==> src/rtl/mips_immediate_extend_pipe_if.sv <==
// Request/response bundle for the registered immediate extender.
// The master side issues immediates and consumes results; the slave side is the extender.
interface mips_immediate_extend_pipe_if #(
    parameter int IN_WIDTH  = 16,
    parameter int OUT_WIDTH = 32
) ();
    logic                 in_valid;
    logic                 in_ready;
    logic [IN_WIDTH-1:0]  in_imm;
    logic [1:0]           in_mode;
    logic                 out_valid;
    logic                 out_ready;
    logic [OUT_WIDTH-1:0] out_data;
    logic [1:0]           out_mode;

    modport master (
        output in_valid, in_imm, in_mode, out_ready,
        input  in_ready, out_valid, out_data, out_mode
    );

    modport slave (
        input  in_valid, in_imm, in_mode, out_ready,
        output in_ready, out_valid, out_data, out_mode
    );
endinterface

==> src/rtl/mips_immediate_extend_pipe.sv <==
// Registered sign/zero/upper/branch immediate extender with a one-entry skid buffer,
// so a stalled execute stage never causes an accepted immediate to be lost.
module mips_immediate_extend_pipe #(
    parameter int IN_WIDTH  = 16,
    parameter int OUT_WIDTH = 32
) (
    input logic                     clk,
    input logic                     rst,
    mips_immediate_extend_pipe_if.slave bus
);
    localparam int EXT = OUT_WIDTH - IN_WIDTH;

    generate
        if (OUT_WIDTH < IN_WIDTH + 2) begin : g_width_check
            $error("mips_immediate_extend_pipe: OUT_WIDTH must be at least IN_WIDTH + 2");
        end
    endgenerate

    logic [OUT_WIDTH-1:0] sext_w;
    logic [OUT_WIDTH-1:0] ext_w;
    logic                 in_fire_w;

    logic                 out_valid_q,  out_valid_d;
    logic [OUT_WIDTH-1:0] out_data_q,   out_data_d;
    logic [1:0]           out_mode_q,   out_mode_d;
    logic                 skid_valid_q, skid_valid_d;
    logic [OUT_WIDTH-1:0] skid_data_q,  skid_data_d;
    logic [1:0]           skid_mode_q,  skid_mode_d;
    logic                 in_ready_q,   in_ready_d;

    always_comb begin
        sext_w = {{EXT{bus.in_imm[IN_WIDTH-1]}}, bus.in_imm};
        case (bus.in_mode)
            2'b00:   ext_w = sext_w;
            2'b01:   ext_w = {{EXT{1'b0}}, bus.in_imm};
            2'b10:   ext_w = {bus.in_imm, {EXT{1'b0}}};
            default: ext_w = {sext_w[OUT_WIDTH-3:0], 2'b00};
        endcase
    end

    assign in_fire_w = bus.in_valid && in_ready_q;

    // The skid always drains before new input; in_ready is low whenever the skid holds data.
    always_comb begin
        out_valid_d  = out_valid_q;
        out_data_d   = out_data_q;
        out_mode_d   = out_mode_q;
        skid_valid_d = skid_valid_q;
        skid_data_d  = skid_data_q;
        skid_mode_d  = skid_mode_q;
        if (!out_valid_q || bus.out_ready) begin
            if (skid_valid_q) begin
                out_valid_d  = 1'b1;
                out_data_d   = skid_data_q;
                out_mode_d   = skid_mode_q;
                skid_valid_d = 1'b0;
            end else if (in_fire_w) begin
                out_valid_d = 1'b1;
                out_data_d  = ext_w;
                out_mode_d  = bus.in_mode;
            end else begin
                out_valid_d = 1'b0;
            end
        end else if (in_fire_w) begin
            skid_valid_d = 1'b1;
            skid_data_d  = ext_w;
            skid_mode_d  = bus.in_mode;
        end
        in_ready_d = !skid_valid_d;
    end

    always_ff @(posedge clk or posedge rst) begin
        if (rst) begin
            out_valid_q  <= 1'b0;
            out_data_q   <= '0;
            out_mode_q   <= 2'b00;
            skid_valid_q <= 1'b0;
            skid_data_q  <= '0;
            skid_mode_q  <= 2'b00;
            in_ready_q   <= 1'b1;
        end else begin
            out_valid_q  <= out_valid_d;
            out_data_q   <= out_data_d;
            out_mode_q   <= out_mode_d;
            skid_valid_q <= skid_valid_d;
            skid_data_q  <= skid_data_d;
            skid_mode_q  <= skid_mode_d;
            in_ready_q   <= in_ready_d;
        end
    end

    assign bus.in_ready  = in_ready_q;
    assign bus.out_valid = out_valid_q;
    assign bus.out_data  = out_data_q;
    assign bus.out_mode  = out_mode_q;
endmodule

==> src/flat_wrapper.sv <==
// flat-port wrapper written by rule: the top's interface ports become plain ports
module mips_immediate_extend_pipe_flat 
#(
    parameter int IN_WIDTH  = 16,
    parameter int OUT_WIDTH = 32
)
  (clk, rst, bus_in_valid, bus_in_imm, bus_in_mode, bus_out_ready, bus_in_ready, bus_out_valid, bus_out_data, bus_out_mode);
  mips_immediate_extend_pipe_if #(.IN_WIDTH(IN_WIDTH), .OUT_WIDTH(OUT_WIDTH)) bus_i ();
  input logic clk;
  input logic rst;
  input wire logic [$bits(bus_i.in_valid)-1:0] bus_in_valid;
  input wire logic [$bits(bus_i.in_imm)-1:0] bus_in_imm;
  input wire logic [$bits(bus_i.in_mode)-1:0] bus_in_mode;
  input wire logic [$bits(bus_i.out_ready)-1:0] bus_out_ready;
  output wire logic [$bits(bus_i.in_ready)-1:0] bus_in_ready;
  output wire logic [$bits(bus_i.out_valid)-1:0] bus_out_valid;
  output wire logic [$bits(bus_i.out_data)-1:0] bus_out_data;
  output wire logic [$bits(bus_i.out_mode)-1:0] bus_out_mode;
  assign bus_i.in_valid = bus_in_valid;
  assign bus_i.in_imm = bus_in_imm;
  assign bus_i.in_mode = bus_in_mode;
  assign bus_i.out_ready = bus_out_ready;
  assign bus_in_ready = bus_i.in_ready;
  assign bus_out_valid = bus_i.out_valid;
  assign bus_out_data = bus_i.out_data;
  assign bus_out_mode = bus_i.out_mode;
  mips_immediate_extend_pipe #(.IN_WIDTH(IN_WIDTH), .OUT_WIDTH(OUT_WIDTH)) u_core (.clk(clk), .rst(rst), .bus(bus_i));
endmodule
==> config.mk <==
export PLATFORM = sky130hd
export DESIGN_NAME = mips_immediate_extend_pipe_flat
export DESIGN_NICKNAME = d
export VERILOG_FILES = /design/src/rtl/mips_immediate_extend_pipe_if.sv /design/src/rtl/mips_immediate_extend_pipe.sv /design/src/flat_wrapper.sv
export SDC_FILE = /design/constraint.sdc
export NUM_CORES = 1
export LEC_CHECK = 0
export CAP_MARGIN = 40
export CELL_PAD_IN_SITES_DETAIL_PLACEMENT = 1
export CELL_PAD_IN_SITES_GLOBAL_PLACEMENT = 1
export CORE_ASPECT_RATIO = 0.7
export CORE_MARGIN = 2
export CORE_UTILIZATION = 37
export DETAILED_ROUTE_END_ITERATION = 10
export PLACE_DENSITY = 0.78
export SETUP_SLACK_MARGIN = 0.4
export SLEW_MARGIN = 20
export SYNTH_ARGS = -nofsm -noshare
export SYNTH_HDL_FRONTEND = slang
export SYNTH_SLANG_ARGS = --single-unit
==> constraint.sdc <==
create_clock -name clk -period 2 [get_ports clk]
set_input_delay 0.2 -clock clk [delete_from_list [all_inputs] [get_ports clk]]
set_output_delay 0.2 -clock clk [all_outputs]
set_load 0.005 [all_outputs]
==> impl_metrics.tcl <==
set metrics [dict create \
    antenna_found_initial 0 \
    fp.dieW_um 122 \
    required_ns 2.21 \
    ys_ff_latch 71 \
    cts_buffers 9 \
    clock_path_buffers 2 \
    path_cells "buf_4 -> a21oi_4 -> or2_1 -> buf_4 -> mux2_2" \
    route.detailed.vias_per_inst 5.49 \
    core_area_um2 9610 \
    synthTopCellsByCount "dfrtp_1 (70), o21ai_0 (56), nand2_1 (36)" \
    min_period_ns 1.54 \
    cts_tree "built" \
    power.density_nw_per_um2 1080 \
    cts-root-buf "clkbuf_16" \
    setup_viol 0 \
    fin_setup_tns_ns 0 \
    fmax_mhz 651 \
    nNetsFinal 444 \
    clock-skew-final_ns 0.00784 \
    synth_top_cell_by_area "dfrtp_1" \
    wl_per_cell_um 19.4 \
    utilization_pct 49.5 \
    power_mw 5.16 \
    grt_pass1_wl_um 17500 \
    routed_wl_um 10800 \
    grtUsageTotal_pct 21.8 \
    rows 30 \
    cpMaxStageDelayCell "dfstp_2" \
    path_delay_family "flip-flops" \
    clkLatencyLatePin_ns 0.33 \
    synth_most_common_cell "dfrtp_1" \
    synth_edf_count 0 \
    power_frac_seq_pct 39.3 \
    grt_setup_unrepaired "false" \
    netSwitchingFraction_pct 28.1 \
    endpoint_kind "register" \
    drc 0 \
    hpwl_um 7320 \
    grt.overflow.total 0 \
    r2r_slack_ns 0.46 \
    routabilityCongestion 0.796 \
    grt_start_max_net_pins 72 \
    yosys_warnings 0 \
    path_clk_slew_ns 0.06 \
    critPathBufInv 2 \
    fp.dieH_um 86.8 \
    peakVddDrop_mv 0.517 \
    worstPathArrival_ns 1.75 \
    switchingPower_mw 1.45 \
    synth_cells 363 \
    ant_nets 0 \
    maxCapViolations 0 \
    ys_seq_area_share_pct 49.1 \
    grt_pass1_vias 3322 \
    synthTopCellsByArea "dfrtp_1 (48%), o21ai_0 (7.7%), mux2_2 (6.2%)" \
    first_pass_iters 4 \
    crit_path_start_kind "register" \
    max-slew-margin-rel_pct 60.5 \
    vias 3048 \
    p_leak_nw 1.96 \
    synth_nets 385 \
    power_frac_clock_pct 33.8 \
    r2r-start "u_core.bus.in_ready$_DFF_PP1_" \
    n_antenna_cell 0 \
    synth_area_um2 3620 \
    fp.dieArea_um2 10600 \
    drive_above_1_share_pct 19.9 \
    io_pins 58 \
    htreeDepth 3 \
    reg2reg_depth 5 \
    syn_to_final_growth_pct 31.4 \
    synthFlopType "dfrtp_1" \
    slew_violations 0 \
    min_path_type "input port to async pin" \
    p_int_mw 3.71 \
    finalCritPeriodShare_pct 76.8 \
    status "finished, final reports clean" \
    crit_top_cell "buf_4" \
    combPwrFrac_pct 26.9 \
    synth_cell_types 31 \
    crit_type "register to register" \
    synth_top_area_share_pct 48.4 \
    reg2reg_to "u_core.bus.out_data[31]$_DFFE_PP0P_" \
    timing.final.hold_violations 0 \
    avgSynthCellArea_um2 9.97 \
    cts_sinks 71 \
    port_buffers 57 \
    async_flop_share_pct 100 \
    start_util_pct 37.7 \
    worst-slew-pin-transition_ns 0.593 \
    drtIter0Drc 122 \
    crit_fanout 8 \
    max_stage_delay_ns 0.54 \
]
[power by group through the flow]
stage	clock (mW)	combinational (mW)	sequential, mW
detailed placement	0	1.38	2.04
floorplan	0	0.669	2.00
global route	1.85	1.52	2.07
finish	1.75	1.39	2.02
CTS	1.77	1.40	2.02
global placement	0	1.32	2.03
[worst max-delay path by stage]
stage | from | endpoint | slack [ns] | cells past startpoint
2_1_floorplan | u_core.bus.in_ready$_DFF_PP1_ | u_core.bus.out_data[17]$_DFFE_PP0P_ | 0.58 | 5
3_3_place_gp | bus_in_mode[0] | u_core.bus.out_data[18]$_DFFE_PP0P_ | 0.20 | 5
3_5_place_dp | bus_in_mode[0] | u_core.skid_data_q[16]$_DFFE_PP0P_ | 0.19 | 5
4_1_cts | u_core.bus.in_ready$_DFF_PP1_ | bus_in_ready | 0.41 | 1
5_1_grt | u_core.bus.in_ready$_DFF_PP1_ | u_core.bus.out_data[9]$_DFFE_PP0P_ | 0.40 | 5
6_report | u_core.bus.in_ready$_DFF_PP1_ | u_core.bus.out_data[31]$_DFFE_PP0P_ | 0.46 | 5
[timing repair]
item / 4_1_cts / 5_1_grt
setup endpoints to repair: 1 / 13
buffers inserted: 1 / 2
hold buffers: 0 / 0
resized for setup: 0 / 3
[area by class of cell]
cell class	count	area (um2)
clock buffers	13	260
clock inverters	3	65.1
fillers	1072	4850
inverters	3	15.0
multi-input cells	253	1650
flip-flops and latches	71	1780
well taps	128	160
repair buffers	84	830
[metrics by stage]
| step | hold slack [ns] | cells | setup WS (ns) | cell area, um2 |
|---|---|---|---|---|
| floorplan | 0.338 | 363 | 0.579 | 3620 |
| global placement | 0.462 | 536 | 0.199 | 4400 |
| detailed placement | 0.473 | 536 | 0.189 | 4400 |
| CTS | 0.350 | 553 | 0.414 | 4730 |
| global route | 0.365 | 555 | 0.401 | 4760 |
| finish | 0.321 | 555 | 0.464 | 4760 |
[kinds of logic after synthesis]
| logic type | count (synthesis) | share of synthesized area (%) |
|---|---|---|
| AND/OR/NAND/NOR | 90 | 13.2 |
| multiplexers | 22 | 6.78 |
| buffers and inverters | 39 | 5.46 |
| AO/OA/AOI/OAI | 141 | 25.5 |
| flip-flops | 71 | 49.1 |
[layout by cell type, fill, tap and decap left out, types with 2 or more instances in the layout]
cell type	instances
dfrtp_1	70
o21ai_0	56
clkdlybuf4s50_1	56
nand2_1	36
nor2b_1	29
a21oi_1	28
buf_4	22
mux2_2	20
nand3_1	15
a211oi_1	13
o211ai_2	10
o21ai_1	10
o31ai_2	9
clkbuf_16	9
o31ai_1	7
o211ai_1	5
nand2b_1	4
buf_12	4
mux2i_1	2
inv_1	2
clkbuf_8	2
bufinv_16	2
clkbuf_1	2
[routing by layer]
metal	vias up	wire (um)	part of all wire (%)	GRT usage, %
met5	-	0	0	0
met4	0	162	1.5	7.11
met3	12	489	4.5	5.53
met2	70	5250	49	35.1
met1	1548	4870	45	28.8
li1	1418	-	-	-
[state kept, by name, summed over array words and instances (netlist names)]
signal,cells
u_core.bus.in_ready,1
u_core.bus.out_data,32
u_core.skid_data_q,32
u_core.skid_mode_q,2
u_core.bus.out_valid,1
u_core.skid_valid_q,1
u_core.bus.out_mode,2
[worst register-to-register path, delay by kind of cell, from the launching register on]
family                 cells  cell delay [ns]
flip-flops                 1             0.54
buffers and inverters      2             0.30
multiplexers               1             0.29
AO/OA/AOI/OAI              1             0.06
AND/OR/NAND/NOR            1             0.24
No activity file was read; power rests on OpenSTA's default activity.
==> variant 1, RTL diff (same flow settings) <==
`out_data_q` and `skid_data_q` no longer have a reset.
--- a/src/rtl/mips_immediate_extend_pipe.sv
+++ b/src/rtl/mips_immediate_extend_pipe.sv
@@ -72,21 +72,22 @@
     always_ff @(posedge clk or posedge rst) begin
         if (rst) begin
             out_valid_q  <= 1'b0;
-            out_data_q   <= '0;
             out_mode_q   <= 2'b00;
             skid_valid_q <= 1'b0;
-            skid_data_q  <= '0;
             skid_mode_q  <= 2'b00;
             in_ready_q   <= 1'b1;
         end else begin
             out_valid_q  <= out_valid_d;
-            out_data_q   <= out_data_d;
             out_mode_q   <= out_mode_d;
             skid_valid_q <= skid_valid_d;
-            skid_data_q  <= skid_data_d;
             skid_mode_q  <= skid_mode_d;
             in_ready_q   <= in_ready_d;
         end
+    end
+
+    always_ff @(posedge clk) begin
+        out_data_q  <= out_data_d;
+        skid_data_q <= skid_data_d;
     end
 
     assign bus.in_ready  = in_ready_q;
Function: changed (a bounded check fails within 4 cycles, from zero or initial values and one cycle with rst high).
==> variant 1 against the unedited design <==
Synthesized area is 14% lower; design area is 13% lower; final cell count is 36% lower; sequential cell count stayed put; worst setup slack better by 0.80 ps; clock skew is 3.8 ps lower; routed wire length is 39% lower; hold slack worse by 210 ps; maximum frequency hardly changed; first-iteration DRC count is 31% lower; critical path depth stayed put; count of clock-buffer cells in the layout is 4 lower; critical path type is now in2reg; largest cell class unchanged.
Power is not compared: it rests on default switching activity, and its combinational part moved more than twofold at a synthesized area within 25%.
==> variant 1: results (changes against the unedited design) <==
Global routing:
- The first-pass GRT wire length is 10.5 mm (-40%).
- The global-route total usage across every layer is 15.7% (-6.1 points).
- The largest net degree at the start of global routing came to 36 (-50%).
- The via count of the first global-routing pass came to 1936 (-42%).

Cells and area:
- The layout cell share with drive strength beyond 1 was 30.6% (+11 points).
- The total number of nets in the final design was 270 (-39%).
- The antenna diode instance count is 0 (unchanged).
- The filler cell count is 789 (-26%).

STA:
- The worst hold slack across all endpoints is 106 ps (-215 ps).
- The post-route clock skew is 4.08 ps (-3.77 ps).
- The normalized max-slew margin is 73.8% (+13 points).

Synthesis:
- The number of synthesized flops with an enable pin is 64 (+64).
- The fraction of synthesis flops using an asynchronous set or reset pin is 9.86% (-90 points).
- The number of different library cells in the post-synthesis netlist is 23 (-26%).
- The number of warning messages in the yosys log came to 0 (unchanged).
- The share of synthesized area occupied by flip-flops and latches is 67.8% (+19 points).
- The commonest cells after synthesis are 64 x edfxtp_1, 33 x mux2_2, 15 x mux2i_1.
- Sorting the synthesized cells by area gives the leading types as edfxtp_1 62%, mux2_2 12%, dfrtp_1 4.8%.
- The synthesized netlist net count is 206 (-46%).

Routing:
- The number of DRC violations after detailed-routing iteration 0 is 84 (-31%).
- The post-detailed-route wirelength per cell is 18.5 um (-4.6%).
- The detailed-route vias per instance is 4.95 (-9.9%).

Worst setup path:
- The worst reg2reg path depth came to 4 (-1).
- The worst reg-to-reg setup slack is 520 ps (+60 ps).
- The worst-path maximum fanout is 22 (+14).
- The worst flop-to-flop path endpoint is u_core.bus.out_mode[0].
- The arrival time of the worst setup path is 1610 ps (-140 ps).

Outcome:
- The run finished with clean final reports.

CTS:
- The maximum buffer depth of the clock tree is 2 (unchanged).
- The total CTS buffers is 9 (unchanged).
- The tree is rooted in a clkbuf_16.
- The insertion delay to the later sink of the worst-skew pair is 330 ps (about the same).
- The CTS H-tree depth is 3 (unchanged).
- After clock tree synthesis, the clock-pin slew on the worst setup and hold paths is about 50 ps.

Pwr:
- The leakage power is 1.51 nW.

Placed design:
- The total half-perimeter wirelength after legalization and detailed placement is 4.47 mm (-39%).
- The routability-driven placement congestion ratio was 0.770 (-3.3%).
- The worst setup slack before clock tree synthesis is 123 ps (-65.1 ps).
- The count of input and output buffers came to 57 (unchanged).

Hold path:
- The class of the tightest hold or removal check is in2async.
variant 1: changes by cell type in the layout (fill, tap and decap cells not counted), sizes merged, moves of 13 or more:
cell | unedited run | this run
mux2 | 20 | 37
dfrtp | 70 | 6
edfxtp | 0 | 64
a211oi | 13 | 0
o31ai | 16 | 0
a21oi | 29 | 1
o21ai | 66 | 16
nor2b | 30 | 3
nand2 | 36 | 2
o211ai | 15 | 0
buf | 27 | 9
mux2i | 2 | 15
a22o | 0 | 14
variant 1: per-layer routing:
metal	part of all wire [%]	track usage [%]
met1	49	20.7
met5	0	0
met2	46	24.1
met4	0.98	4.51
met3	4.4	6.04
variant 1: cell type report:
cell class	count	area share [%]
clock inverter	6	1.27
inverter	4	0.455
timing repair buffer	66	16.7
sequential	71	50.8
multi-input combinational	96	22.2
clock buffer	9	5.45
tap	101	3.06
variant 1: cells by family after synthesis:
group	synth area share, %
DFF	67.8
muxes	18.3
AOI/OAI and AO/OA	8.16
buffers and inverters	3.47
and+or+nand+nor	2.30
variant 1: where the power goes:
part / total, W / switching, W / internal, W
clock: 0.00151 / 0.000569 / 0.000941
sequential: 0.00187 / 0.0000517 / 0.00181
combinational: 0.000659 / 0.000278 / 0.000380
total: 0.00404 / 0.000899 / 0.00314
variant 1: through the flow:
stage / util [%] / area [um^2] / power (W) / cells
CTS: 51.5 / 4120 / 0.00409 / 353
floorplan: - / 3120 / 0.00221 / 184
global placement: 48.0 / 3840 / 0.00254 / 338
global route: 51.6 / 4130 / 0.00420 / 353
finish: 51.6 / 4130 / 0.00404 / 353
detailed placement: 48.0 / 3840 / 0.00256 / 338
variant 1: worst max-delay path by stage:
stage                     depth (start not counted)  slack (ps)                 from                       to
final                                             5         470       bus_in_mode[1]  u_core.bus.out_data[29]
after global routing                              5         420       bus_in_mode[1]  u_core.bus.out_data[30]
after CTS                                         1         400  u_core.bus.in_ready             bus_in_ready
after detailed placement                          5         120       bus_in_mode[1]  u_core.bus.out_data[29]
after global placement                            5         170       bus_in_mode[1]  u_core.bus.out_data[23]
after floorplan                                   3         340  u_core.bus.in_ready   u_core.bus.out_mode[0]
variant 1: what timing repair did:
action | in CTS | in global routing
endpoints found under the setup margin | 0 | 33
gates resized for setup | 0 | 2
setup buffers | 0 | 0
variant 1: worst max-delay path, stage by stage:
cell             delay, ps
clkdlybuf4s50_1        450
buf_12                 180
nand3_2                300
o21ai_1                170
mux2_2                 290
==> variant 2, RTL diff (same flow settings) <==
Without the edit above. `OUT_WIDTH` is set to 32 in 3 places; all go to 36.
--- a/src/rtl/mips_immediate_extend_pipe_if.sv
+++ b/src/rtl/mips_immediate_extend_pipe_if.sv
@@ -2,7 +2,7 @@
 // The master side issues immediates and consumes results; the slave side is the extender.
 interface mips_immediate_extend_pipe_if #(
     parameter int IN_WIDTH  = 16,
-    parameter int OUT_WIDTH = 32
+    parameter int OUT_WIDTH = 36
 ) ();
     logic                 in_valid;
     logic                 in_ready;
--- a/src/rtl/mips_immediate_extend_pipe.sv
+++ b/src/rtl/mips_immediate_extend_pipe.sv
@@ -2,7 +2,7 @@
 // so a stalled execute stage never causes an accepted immediate to be lost.
 module mips_immediate_extend_pipe #(
     parameter int IN_WIDTH  = 16,
-    parameter int OUT_WIDTH = 32
+    parameter int OUT_WIDTH = 36
 ) (
     input logic                     clk,
     input logic                     rst,
--- a/src/flat_wrapper.sv
+++ b/src/flat_wrapper.sv
@@ -2,7 +2,7 @@
 module mips_immediate_extend_pipe_flat 
 #(
     parameter int IN_WIDTH  = 16,
-    parameter int OUT_WIDTH = 32
+    parameter int OUT_WIDTH = 36
 )
   (clk, rst, bus_in_valid, bus_in_imm, bus_in_mode, bus_out_ready, bus_in_ready, bus_out_valid, bus_out_data, bus_out_mode);
   mips_immediate_extend_pipe_if #(.IN_WIDTH(IN_WIDTH), .OUT_WIDTH(OUT_WIDTH)) bus_i ();
Ports: changed (resized bus_out_data); port bits go from 58 to 62. No check against the original RTL was run, so the function may have changed too.
==> variant 2 against the unedited design <==
Design area fell by 1.7%; first-iteration DRC count rose by 92%; largest power group unchanged; critical path depth did not move; synthesized area fell by 1.1%; core utilization rose by 1.2 points; worst setup slack got worse by 41 ps; sequential cell count rose by 4; routed wire length rose by 2.6%; total power rose by 1.2%.
==> variant 2: results (changes against the unedited design) <==
Outcome:
- The run finished with clean final reports.

Synthesis:
- The commonest cells after synthesis are 74 x dfrtp_1, 69 x o21ai_0, 39 x nand2_1.
- The number of warning messages in the yosys log came to 0 (unchanged).
- The fraction of synthesis flops using an asynchronous set or reset pin is 100% (unchanged).
- The share of synthesized area occupied by flip-flops and latches is 52.5% (+3.3 points).
- The post-synthesis average cell area is 9.65 um^2 (-3.2%).
- The number of different library cells in the post-synthesis netlist came to 28 (-9.7%).
- The synthesized netlist net count is 393 (+2.1%).
- By area the synthesized netlist is led by dfrtp_1 52%, o21ai_0 9.6%, nor2b_1 5.9%.

Cells and area:
- The total number of nets in the final design is 444 (unchanged).
- The layout cell share with drive strength beyond 1 is 10.3% (-9.6 points).
- The filler cell count is 1048 (-2.2%).
- The antenna diode instance count is 0 (unchanged).

Worst setup path:
- The worst-path maximum fanout is 18 (+10).
- In this run the critical register-to-register path is captured at u_core.bus.out_data[26].
- The largest stage delay on the critical path is 660 ps (+120 ps).
- For flop-to-flop paths, the worst setup slack is between 400 and 500 ps.
- The cell family with the largest share of critical-path delay is buffers and inverters.
- On the critical path, the stage with the largest delay is an instance of clkdlybuf4s50_1.
- The worst reg2reg path depth is 4 (-1).
- The startpoint identified for the worst register-to-register timing path is u_core.bus.out_valid.
- The arrival time of the worst setup path is 1790 ps (+40 ps).

Pwr:
- The leakage power is 1.90 nW (-3.1%).
- The maximum vdd ir drop is 0.000512 V (-0.95%).

Global routing:
- The largest net degree at the start of global routing was 76 (+5.6%).
- The first-pass GRT wire length is 17.7 mm (+0.90%).
- The number of antenna violations at the first check in global routing is 0 (unchanged).
- The global-route total usage across every layer is 22.2% (+0.43 points).
- The via count of the first global-routing pass is 3326 (+0.12%).

CTS:
- The clock transition at the registers of the reported paths was 60 ps (about the same).
- The total CTS buffers came to 9 (unchanged).
- The buffer count from post-CTS setup fixing is 0 (-1).
- The maximum buffer depth of the clock tree is 2 (unchanged).
- The CTS H-tree depth is 3 (unchanged).
- The insertion delay to the later sink of the worst-skew pair is 340 ps.
- Clock tree synthesis selected as its root buffer the cell clkbuf_16.

Placed design:
- The routability-driven placement congestion ratio is 0.763 (-4.2%).
- The count of input and output buffers is 61 (+7.0%).
- The total half-perimeter wirelength after legalization and detailed placement is 6.96 mm (-4.8%).
- The number of cells after detailed placement is 534 (-0.37%).
- The worst setup slack before clock tree synthesis was -4.70 ps (-193 ps).

Hold path:
- In this run the worst hold path is classified as in2async.

Routing:
- The post-detailed-route wirelength per cell came to 20.1 um (+3.4%).
- The final antenna-violating net count is 0 (unchanged).
- The number of vias in the routed layout is 3128 (+2.6%).
- The detailed-route vias per instance is 5.68 (+3.4%).
- The number of detailed-routing iterations run before antenna repair came to 4 (unchanged).
- The number of DRC violations after detailed-routing iteration 0 is 234 (+92%).

STA:
- The normalized max-slew margin came to 57.8% (-2.6 points).
- The post-route clock skew was 4.53 ps (-3.31 ps).
-- variant 2: worst max-delay path by stage --
| stage | start | end | slack, ps | depth (start not counted) |
|---|---|---|---|---|
| 5_1_grt | bus_in_mode[1] | u_core.bus.out_data[16] | 290 | 5 |
| 4_1_cts | u_core.bus.in_ready | u_core.bus.out_data[7] | 410 | 3 |
| 6_report | bus_in_mode[1] | u_core.bus.out_data[16] | 420 | 5 |
| 3_5_place_dp | bus_in_valid | u_core.bus.out_mode[0] | -5 | 4 |
| 2_1_floorplan | u_core.bus.in_ready | u_core.bus.out_data[32] | 490 | 6 |
| 3_3_place_gp | bus_in_mode[1] | u_core.bus.out_data[32] | -110 | 4 |
-- variant 2: logic make-up (layout without fill, tap and decap cells) --
| family | after synthesis | in the layout | share of synthesized area, % |
|---|---|---|---|
| compound gates | 151 | 151 | 25.9 |
| simple gates | 97 | 98 | 13.9 |
| flops | 75 | 75 | 52.5 |
| buf+inv | 40 | 95 | 5.14 |
| mux | 7 | 7 | 2.13 |
| xor+xnor | 1 | 1 | 0.455 |
-- variant 2: repair_timing --
action / CTS / global route
gates resized for setup: 2 / 5
setup endpoints to repair: 20 / 30
cloned: 0 / 1
-- variant 2: through the flow --
stage	setup TNS, ps	area (um^2)	utilization (%)	hold WS [ps]	power, W
final	0	4670	50.7	315	0.00522
after global routing	0	4670	50.7	367	0.00552
after floorplan	0	3580	-	351	0.00275
after detailed placement	-8.32	4340	47.1	474	0.00352
after global placement	-594	4330	46.9	462	0.00345
after CTS	0	4640	50.4	356	0.00525
-- variant 2: cell type report --
cell class | instances | area share [%]
sequential | 75 | 40.2
multi-input combinational | 257 | 33.2
timing repair buffer | 76 | 16.4
clock buffer | 10 | 4.90
tap | 124 | 3.32
clock inverter | 6 | 1.71
inverter | 3 | 0.321
-- variant 2: power breakdown --
| part | leakage [nW] | total, W | switching [W] | internal (W) |
|---|---|---|---|---|
| clock | 0.156 | 0.00171 | 0.000626 | 0.00108 |
| sequential | 0.950 | 0.00215 | 0.000236 | 0.00191 |
| combinational | 0.792 | 0.00136 | 0.000634 | 0.000730 |
-- variant 2: worst register-to-register path: stages, from the launching register on --
cell and delay (ps):
dfrtp_1 400, nor2b_2 190, buf_4 190, or3_4 450
o211ai_1 230
-- variant 2: routing by layer --
metal,vias up,routed length [um],part of all wire (%),GRT usage [%]
met5,-,0,0,0
met4,0,125,1.1,6.27
met3,12,593,5.4,4.80
met2,91,5140,46,35.0
met1,1586,5200,47,31.2
li1,1439,-,-,-
